[config.mk]
export PLATFORM = sky130hd
export DESIGN_NAME = mem_port_arbiter
export DESIGN_NICKNAME = d
export VERILOG_FILES = /design/src/rtl/mem_port_arbiter.sv
export SDC_FILE = /design/constraint.sdc
export NUM_CORES = 1
export LEC_CHECK = 0
export ABC_CLOCK_PERIOD_IN_PS = 4900
export CORE_AREA = 2 2 130 132
export DETAILED_ROUTE_END_ITERATION = 6
export DIE_AREA = 0 0 132 134
export GPL_TIMING_DRIVEN = 1
export PLACE_DENSITY_LB_ADDON = 0.25
export SKIP_LAST_GASP = 1
export SLEW_MARGIN = 20
export SYNTH_ARGS = -nofsm -noshare
export SYNTH_HDL_FRONTEND = slang
export SYNTH_SLANG_ARGS = --single-unit
[constraint.sdc]
create_clock -name clk -period 4.9 [get_ports clk]
set_input_delay 0.49 -clock clk [delete_from_list [all_inputs] [get_ports clk]]
set_output_delay 0.49 -clock clk [all_outputs]
set_load 0.005 [all_outputs]
[src/rtl/mem_port_arbiter.sv]
`default_nettype none
// +----------------------------------------------------------------------------+
// | Module      : mem_port_arbiter                                             |
// | Description : Round-robin arbiter and access sequencer sharing one         |
// |               single-ported synchronous memory between instruction fetch   |
// |               (0), load/store datapath (1) and debug/loader port (2).      |
// |               Optional macro MEM_ARB_DBG_LOCK_EN adds dbg_lock, which      |
// |               restricts arbitration to requester 2 while asserted.         |
// | Revision    : 1.0 - initial release                                        |
// +----------------------------------------------------------------------------+
module mem_port_arbiter #(
  parameter int ADDR_W      = 32,
  parameter int DATA_W      = 32,
  parameter int WAIT_CYCLES = 1
) (
  input  logic                clk,
  input  logic                reset,
  input  logic [2:0]          req,
  input  logic [2:0]          we,
  input  logic [3*ADDR_W-1:0] addr,
  input  logic [3*DATA_W-1:0] wdata,
`ifdef MEM_ARB_DBG_LOCK_EN
  input  logic                dbg_lock,
`endif
  output logic [2:0]          ack,
  output logic [1:0]          gnt_id,
  output logic [DATA_W-1:0]   rdata,
  output logic                busy,
  output logic                mem_en,
  output logic                mem_we,
  output logic [ADDR_W-1:0]   mem_addr,
  output logic [DATA_W-1:0]   mem_wdata,
  input  logic [DATA_W-1:0]   mem_rdata
);

  // The wait-state down-counter is 4 bits wide, so latency is bounded.
  generate
    if (WAIT_CYCLES < 1 || WAIT_CYCLES > 15) begin : g_bad_wait_cycles
      $error("mem_port_arbiter: WAIT_CYCLES must be in 1..15");
    end
  endgenerate

  localparam logic [1:0] c_st_idle   = 2'd0;
  localparam logic [1:0] c_st_access = 2'd1;
  localparam logic [1:0] c_st_wait   = 2'd2;
  localparam logic [1:0] c_st_done   = 2'd3;

  logic [1:0] r_state;
  logic [3:0] r_cnt;
  logic       r_we;
  logic [1:0] r_last;

  logic [2:0] w_elig;
  logic [1:0] w_ord0;
  logic [1:0] w_ord1;
  logic [1:0] w_ord2;
  logic [1:0] w_win;
  logic       w_found;

  // Search order starts just after the last winner and ends on it.
  assign w_ord0 = (r_last == 2'd2) ? 2'd0 : r_last + 2'd1;
  assign w_ord1 = (w_ord0 == 2'd2) ? 2'd0 : w_ord0 + 2'd1;
  assign w_ord2 = r_last;

  // Eligibility mask and rotating-priority winner selection.
  always_comb begin
    w_elig = req;
`ifdef MEM_ARB_DBG_LOCK_EN
    if (dbg_lock) begin
      w_elig = req & 3'b100;
    end
`endif
    w_found = 1'b1;
    w_win   = w_ord0;
    if (w_elig[w_ord0]) begin
      w_win = w_ord0;
    end else if (w_elig[w_ord1]) begin
      w_win = w_ord1;
    end else if (w_elig[w_ord2]) begin
      w_win = w_ord2;
    end else begin
      w_found = 1'b0;
    end
  end

  // Access sequencer: grant, one strobe cycle, wait states, one-cycle ack.
  always_ff @(posedge clk or posedge reset) begin
    if (reset) begin
      r_state   <= c_st_idle;
      r_cnt     <= 4'd0;
      r_we      <= 1'b0;
      r_last    <= 2'd2;
      ack       <= 3'b000;
      gnt_id    <= 2'd0;
      rdata     <= '0;
      busy      <= 1'b0;
      mem_en    <= 1'b0;
      mem_we    <= 1'b0;
      mem_addr  <= '0;
      mem_wdata <= '0;
    end else begin
      ack <= 3'b000;
      case (r_state)
        c_st_idle: begin
          if (w_found) begin
            gnt_id    <= w_win;
            busy      <= 1'b1;
            r_we      <= we[w_win];
            mem_en    <= 1'b1;
            mem_we    <= we[w_win];
            mem_addr  <= addr[w_win*ADDR_W +: ADDR_W];
            mem_wdata <= wdata[w_win*DATA_W +: DATA_W];
            r_state   <= c_st_access;
          end
        end
        c_st_access: begin
          mem_en <= 1'b0;
          mem_we <= 1'b0;
          if (WAIT_CYCLES > 1) begin
            r_cnt   <= 4'(WAIT_CYCLES - 1);
            r_state <= c_st_wait;
          end else begin
            ack <= 3'b001 << gnt_id;
            if (!r_we) begin
              rdata <= mem_rdata;
            end
            r_state <= c_st_done;
          end
        end
        c_st_wait: begin
          if (r_cnt == 4'd1) begin
            ack <= 3'b001 << gnt_id;
            if (!r_we) begin
              rdata <= mem_rdata;
            end
            r_state <= c_st_done;
          end else begin
            r_cnt <= r_cnt - 4'd1;
          end
        end
        c_st_done: begin
          busy    <= 1'b0;
          r_last  <= gnt_id;
          r_state <= c_st_idle;
        end
        default: begin
          r_state <= c_st_idle;
        end
      endcase
    end
  end

endmodule
`default_nettype wire

==> results of run 1 <==
==> per-stage QoR <==
stage / instance area [um^2] / hold WS [ps]
6_report: 9414 / 470.2
5_1_grt: 9414 / 482.9
4_1_cts: 9409 / 473.6
3_5_place_dp: 8848 / 465.7
3_3_place_gp: 8848 / 462.5
2_1_floorplan: 5376 / 445.8
==> metal layers <==
layer | vias to the layer above | part of all wire | global-route usage
met5 | - | 0 | 0
met4 | 0 | 0.024 | 0.08575
met3 | 28 | 0.094 | 0.07785
met2 | 243 | 0.51 | 0.3837
met1 | 2316 | 0.37 | 0.2183
li1 | 2293 | - | -
==> report_power, final <==
part	total, uW	switching (uW)	internal, uW
Combinational	2560	1050	1520
Clock	1170	398	776
Sequential	1690	280	1410
Total	5430	1720	3710
==> cells in the mapped netlist (5+ instances only) <==
library cell	count	share of area
mux2i_1	66	0.12
inv_1	7	0.0049
ha_1	7	0.016
buf_4	8	0.011
clkbuf_1	6	0.0042
nand2_1	5	0.0035
o21ai_1	69	0.064
mux2_1	31	0.065
dfrtp_1	112	0.52
buf_2	14	0.013
a22oi_1	64	0.089
==> cell families after synthesis <==
logic type               count (synthesis)
adder cells (fa/ha/maj)                  7
flip-flops                             113
buffers and inverters                   39
multiplexers                           101
XOR/XNOR                                 3
AO/OA/AOI/OAI                          151
AND/OR/NAND/NOR                         21
==> final cells by class <==
cell class	count	area, um^2
diodes	2	5.005
clock buffers	23	478.0
clock inverters	6	82.58
fillers	1353	6875
inverters	7	28.78
multi-input cells	283	2310
flip-flops and latches	113	2829
well taps	220	275.3
repair buffers	342	3406
==> registers in the layout (all words and copies together), names as in the netlist <==
signal,flops
gnt_id,2
ack,3
rdata,32
mem_wdata,32
r_cnt,4
busy,1
mem_we,1
mem_addr,32
r_we,1
r_last,2
r_state,2
mem_en,1
==> how the worst max path moves through the flow <==
| stage | to | slack, ps | cells after the start |
|---|---|---|---|
| 2_1_floorplan | ack[0]$_DFF_PP0_ | 1420 | 1 |
| 4_1_cts | mem_addr[4]$_DFFE_PP0P_ | 2410 | 6 |
| 5_1_grt | mem_wdata[0]$_DFFE_PP0P_ | 2240 | 6 |
| 6_report | mem_wdata[23]$_DFFE_PP0P_ | 2400 | 6 |
| 3_3_place_gp | mem_addr[13]$_DFFE_PP0P_ | 2130 | 6 |
| 3_5_place_dp | mem_wdata[7]$_DFFE_PP0P_ | 1990 | 6 |
==> worst register-to-register path, delay by kind of cell, from the launching register on <==
kind	cells	cell delay (ps)
fa+ha+maj	1	330
compound gates	3	1020
buf+inv	2	600
flops	1	410
==> metrics.md, run 1 <==
| Metric | Value |
|---|---|
| Endpoint arrival time on the critical path | between 2000 and 3000 ps |
| Via count | 4880 |
| Multiplexer share of the synthesized area | 0.1962 |
| Final Max Slew Viols | 0 |
| Commonest cells after routing, fill and taps aside | clkdlybuf4s50_1, dfrtp_1, o21ai_1, mux2i_1, a22oi_1 |
| Critical path's largest stage delay | between 700 and 800 ps |
| Vertical die dimension | around 130 um |
| Worst min-delay path endpoint | r_cnt[3]$_DFFE_PP0P_ |
| Number of placed instances, taps included | 965 |
| Mapped cell area | 5376 um^2 |
| Final clock period utilization by the worst path | 0.5100 |
| Commonest register cell after synthesis | dfrtp_1 |
| Post-layout net count | 1003 |
| Vias in the first global route | 5175 |
| Ratio of total power to cell area | ~580 nW/um^2 |
| Synthesized area per cell | ~12 um^2 |
| Main combinational cell family by area after synthesis | multiplexers |
| Unique cell type count in the Yosys netlist | 43 |
| Length of the first detailed-routing pass in iterations | 5 |
| Placement Setup Slack | 1992 ps |
| Unrepaired setup endpoints after global routing | no |
| Buffer depth of the longest clock path | 2 |
| Fraction of registers with async set or reset after synthesis | 1.000 |
| Total congestion overflow | 0 |
| Sinks on the clock net | around 110 |
| Actual slew at the worst max-slew pin | 988.4 ps |
| Final instance count without filler cells | 996 |
| EDFF count, synth | 0 |
| Clk Latency, worst-skew pair | roughly 400 ps |
| Initial antenna violation count | 2 |
| Maximum VDD drop | approximately 0.00024 V |
| Final setup fails | 0 |
| Startpoint of the worst-slack reg-to-reg timing path | r_state[0]$_DFFE_PP0P_ |
| Last weighted congestion value of the routability-driven placer | around 0.86 |
| Maximum fanout along the worst path | 35 |
| Count of hold buffers inserted by post-cts repair | 0 |
| Final Hold Violating Endpoints | 0 |
| Ratio of routed vias to standard cells | about 4.9 |
| Syn Inst Count | 435 |
| Overall Global Routing Usage | 0.2103 |
| CP Data Required Time | approximately 5200 ps |
| Flip-flop and latch count after synthesis | 113 |
| Number of maximum-capacitance constraint violations | 0 |
| Sequential share of the synthesized area | 0.5262 |
| Critical hold path startpoint | r_cnt[3]$_DFFE_PP0P_ |
| Kind of path behind the tightest hold check | flop to flop |
| Setup crit start kind | input pin |
| Routed length per placed instance | between 15 and 20 um |
| Iter 0 DRT Violations | roughly 190 |
| Area Growth Syn to Fin | 75.10% |
| Area of the die | approximately 18000 um^2 |
| Chip width | roughly 130 um |
| Row cnt | 47 |
| Worst-case clock skew | about 6.5 ps |
| Slew margin rel. | 0.3411 |
| H-Tree Level Count | 4 |
| Number of top-level pins | between 300 and 400 |
| Quantity of gates resized following cts | 0 |
| Core box area | 16290 um^2 |
| Synthesized-area fraction occupied by ao, oa, aoi and oai cells | 0.1894 |
| Result of the run | finished, final reports clean |
| Initial cell density of the core | 0.3301 |
| Post-layout total power | between 5000 and 6000 uW |
| Commonest non-fill, non-tap cell in the layout | clkdlybuf4s50_1 |
| Post-synthesis share of cell area spent on xor and xnor gates | 0.004887 |
| Leakage Power | a little under 0.004 uW |
| CTS tree | done |
| Adder-Cell Fraction of Synth Area | 0.01629 |
| Number of buffers inserted by port buffering | 335 |
| Buffers plus inverters on the worst setup path | 2 |
| Critical path class | input pin to flop |
| Root buf cell | clkbuf_16 |
| Wire length of the first global-routing pass | between 20000 and 30000 um |
| Cell depth of the worst flop-to-flop path | 6 |
| Number of warnings printed during yosys synthesis | 0 |
| Critical path's slowest cell | o2111a_2 |
| Setup TNS Final | 0 ps |
| Maximum number of pins on one net before global-route repair | a little under 80 |
| Destination of the worst register-to-register timing path | mem_wdata[23]$_DFFE_PP0P_ |
| Clock-pin slew on the worst setup and hold paths | roughly 50 ps |
| Post-route ant nets | 0 |
| Top cell family by delay on the critical path | compound AO/OA/AOI/OAI gates |
| Setup WS post-layout | between 2000 and 2500 ps |
| Worst Setup SP | req[0] |
| Number of clock buffers inserted by TritonCTS | 17 |
| Critical-path cell list | clkdlybuf4s50_1 -> o21ai_1 -> o2111a_2 -> buf_4 -> a22oi_1 -> o21ai_1 |
| Synthesized-area fraction occupied by and/or/nand/nor cells | 0.02141 |
| Routed Wire Length | approximately 19000 um |
| Hold path cells | 1 |
| Share of post-route cells with drive strength above 1 | 0.06331 |
| Post-CTS Setup Repair Bufs | 0 |
| Number of design rule violations left after detail routing | 0 |
| Placed wire-length estimate after detailed placement | 14400 um |
| Net count of the mapped netlist | between 600 and 700 |
| Most common cell type on the critical path | o21ai_1 |
| Final Critical Period | about 2500 ps |
| Setup slack of the worst register-to-register path | ~2500 ps |
| Endpoint kind of the worst setup timing path | flop |
| Share of the core filled with cells | 0.5779 |
| Maximum clock rate | 0.4001 GHz |
(Power assumes the default switching activity.)
==> run 2: changes to the inputs <==
--- a/config.mk
+++ b/config.mk
@@ -5,10 +5,10 @@
 export SDC_FILE = /design/constraint.sdc
 export NUM_CORES = 1
 export LEC_CHECK = 0
-export ABC_CLOCK_PERIOD_IN_PS = 4900
-export CORE_AREA = 2 2 130 132
+export ABC_CLOCK_PERIOD_IN_PS = 2400
+export CORE_AREA = 2 2 131 133
 export DETAILED_ROUTE_END_ITERATION = 6
-export DIE_AREA = 0 0 132 134
+export DIE_AREA = 0 0 133 135
 export GPL_TIMING_DRIVEN = 1
 export PLACE_DENSITY_LB_ADDON = 0.25
 export SKIP_LAST_GASP = 1
==> constraint.sdc (replaced) <==
create_clock -name clk -period 2.4 [get_ports clk]
set_input_delay 0.24 -clock clk [delete_from_list [all_inputs] [get_ports clk]]
set_output_delay 0.24 -clock clk [all_outputs]
set_load 0.005 [all_outputs]
==> metrics.md, run 2 (same netlist as run 1, synthesis figures left out) <==
| Metric | Value |
|---|---|
| Initial antenna violation count | 1 (was 2) |
| Vertical die dimension | 135 um (was 134 um) |
| Worst-case clock skew | 8.938 ps (was 6.470 ps) |
| Met2 wire length | 9927 um (was 9530 um) |
| Wire length of the first global-routing pass | 28900 um (was 28540 um) |
| Slew margin rel. | 0.6525 (was 0.3411) |
| Routed length per placed instance | 18.48 um (was 18.61 um) |
| Actual slew at the worst max-slew pin | 514.6 ps (was 988.4 ps) |
| Buffer depth of the longest clock path | 2 (unchanged) |
| Iter 0 DRT Violations | 189 (was 188) |
| Share of the core filled with cells | 0.5845 (was 0.5779) |
| Placement Setup Slack | 121.7 ps (was 1992 ps) |
| Length of the first detailed-routing pass in iterations | 4 (was 5) |
| Clk Latency, worst-skew pair | 410 ps (was 400 ps) |
| Leakage Power | 0.004064 uW (was 0.003979 uW) |
| Number of placed instances, taps included | 975 (was 965) |
| Vias in the first global route | 5340 (was 5175) |
| Post-layout net count | 1013 (was 1003) |
| Maximum number of pins on one net before global-route repair | 66 (was 77) |
| Routed Wire Length | 18630 um (was 18540 um) |
| Switching Fraction | 0.3153 (was 0.3173) |
| H-Tree Level Count | 4 (unchanged) |
| CP Data Required Time | 2680 ps (was 5220 ps) |
| Setup TNS Final | 0 ps (unchanged) |
| Ratio of routed vias to standard cells | 4.842 (was 4.900) |
| Maximum VDD drop | 0.0005356 V (was 0.0002365 V) |
| Top Metal Used | met4 (unchanged) |
| Cell depth of the worst flop-to-flop path | 6 (unchanged) |
| Reported net switching power | 3549 uW (was 1723 uW) |
| Destination of the worst register-to-register timing path | mem_wdata[16]$_DFFE_PP0P_ (was mem_wdata[23]$_DFFE_PP0P_) |
| Number of buffers inserted by port buffering | 335 (unchanged) |
| Row cnt | 47 (unchanged) |
| Total congestion overflow | 0 (unchanged) |
| Result of the run | finished, final reports clean (unchanged) |
| WL met3 | 1576 um (was 1737 um) |
| Chip width | 133 um (was 132 um) |
| Area Growth Syn to Fin | 78.36% (was 75.10%) |
| Count of hold buffers inserted by post-cts repair | 0 (unchanged) |
| Overall Global Routing Usage | 0.2095 (was 0.2103) |
| Worst hold-check slack | 111.5 ps (was 470.2 ps) |
| Final Hold Violating Endpoints | 0 (unchanged) |
| Number of maximum-capacitance constraint violations | 0 (unchanged) |
| Root buf cell | clkbuf_16 (unchanged) |
| Number of design rule violations left after detail routing | 0 (unchanged) |
| Number of clock buffers inserted by TritonCTS | 17 (unchanged) |
| Clock-pin slew on the worst setup and hold paths | 50 ps (about the same) |
| Final instance count without filler cells | 1008 (was 996) |
| Commonest non-fill, non-tap cell in the layout | clkdlybuf4s50_1 (unchanged) |
| Kind of path behind the tightest hold check | input pin to asynchronous set/reset pin (was flop to flop) |
| Sinks on the clock net | 113 (unchanged) |
| Cell-internal power | 7705 uW (was 3707 uW) |
| Unrepaired setup endpoints after global routing | no (unchanged) |
| Area of the die | 17960 um^2 (was 17690 um^2) |
| Post-route ant nets | 0 (unchanged) |
| Commonest cells after routing, fill and taps aside | clkdlybuf4s50_1, dfrtp_1, o21ai_1, mux2i_1, a22oi_1 (unchanged) |
| Maximum clock rate | 0.5215 GHz |
| Post-CTS Setup Repair Bufs | 0 (unchanged) |
| Number of top-level pins | 336 (unchanged) |
| Startpoint of the worst-slack reg-to-reg timing path | r_last[1]$_DFFE_PP1P_ (was r_state[0]$_DFFE_PP0P_) |
| Endpoint kind of the worst setup timing path | flop (unchanged) |
| Via count | 4881 (was 4880) |
| Quantity of gates resized following cts | 0 (unchanged) |
| Final clock period utilization by the worst path | 0.7990 |
| CTS tree | done (unchanged) |
| Maximum fanout along the worst path | 45 (was 35) |
| Final Max Slew Viols | 0 (unchanged) |
| Setup slack of the worst register-to-register path | 480 ps (was 2460 ps) |
| Last weighted congestion value of the routability-driven placer | 0.8152 (was 0.8623) |
| Final Critical Period | approximately 1900 ps |
| Endpoint arrival time on the critical path | 2200 ps (was 2820 ps) |
| Critical path class | flop to flop (was input pin to flop) |
| Final setup fails | 0 (unchanged) |
| Fill cell instance count of the final layout | 1289 (was 1353) |
| Ratio of total power to cell area | 1174 nW/um^2 (was 576.8 nW/um^2) |
| Initial cell density of the core | 0.3277 (was 0.3301) |
| Met1 WL | 6921 um (was 6822 um) |
| Core box area | 16410 um^2 (was 16290 um^2) |
| Leading registers by flop count | mem_addr x32, mem_wdata x32, rdata x32 (unchanged) |
| Setup WS post-layout | 482.3 ps (was 2401 ps) |
| Setup crit start kind | flop (was input pin) |
| Placed wire-length estimate after detailed placement | 14290 um (was 14400 um) |
| Clock power share | 0.217 (was 0.216) |
| Share of post-route cells with drive strength above 1 | 0.07878 (was 0.06331) |
| Sequential group share of total power | 0.305 (was 0.312) |
| Power share of the combinational group | 0.478 (was 0.472) |
## run 2: changes by cell type in the layout (fill, tap and decap cells not counted)
cell	before	now
buf_4	7	10
clkinvlp_4	1	2
clkinv_4	0	2
inv_4	1	0
buf_12	0	7
clkbuf_8	3	2
diode_2	2	1
clkinv_2	3	5
## run 2: layout make-up
| type | instances | area, um^2 | area share |
|---|---|---|---|
| diodes | 1 | 2.502 | 0.0002610 |
| clock buffers | 22 | 464.2 | 0.04841 |
| clock inverters | 10 | 110.1 | 0.01148 |
| inverters | 7 | 30.03 | 0.003132 |
| multi-input cells | 283 | 2310 | 0.2409 |
| flip-flops and latches | 113 | 2829 | 0.2950 |
| well taps | 220 | 275.3 | 0.02871 |
| repair buffers | 352 | 3568 | 0.3721 |
## run 2: stage by stage
stage                     total power [uW]  area, um^2
after floorplan                       6048        5380
after CTS                            11440        9587
after global placement                8781        9012
after global routing                 11990        9589
final                                11250        9589
after detailed placement              8934        9012
## run 2: critical path, cell delays in order (launching register included)
cell and delay [ps]:
dfstp_2 580, nor2_1 90, a22oi_4 220, buf_12 310
buf_4 240, mux2i_1 230, o21ai_1 80
## run 2: per-layer routing
| metal | vias to the layer above | GRT usage |
|---|---|---|
| met5 | - | 0 |
| met4 | 0 | 0.06392 |
| met3 | 15 | 0.07770 |
| met2 | 226 | 0.3831 |
| met1 | 2323 | 0.2254 |
| li1 | 2317 | - |
## run 2: worst max path at each step
| stage | to | slack, ps | startpoint | depth (start not counted) |
|---|---|---|---|---|
| 3_5_place_dp | mem_wdata[16]$_DFFE_PP0P_ | 120 | req[2] | 7 |
| 4_1_cts | mem_wdata[16]$_DFFE_PP0P_ | 470 | r_last[1]$_DFFE_PP1P_ | 6 |
| 3_3_place_gp | mem_wdata[13]$_DFFE_PP0P_ | 240 | req[2] | 7 |
| 2_1_floorplan | rdata[0]$_DFFE_PP0P_ | 630 | r_state[0]$_DFFE_PP0P_ | 6 |
| 5_1_grt | mem_wdata[16]$_DFFE_PP0P_ | 360 | r_last[1]$_DFFE_PP1P_ | 6 |
| 6_report | mem_wdata[16]$_DFFE_PP0P_ | 480 | r_last[1]$_DFFE_PP1P_ | 6 |
## run 2: power groups by stage
stage	Combinational [uW]	Sequential [uW]	Clock (uW)
2_1_floorplan	2590	3460	0
3_3_place_gp	5360	3420	0
3_5_place_dp	5480	3460	0
4_1_cts	5500	3440	2500
5_1_grt	5850	3550	2590
6_report	5380	3430	2440
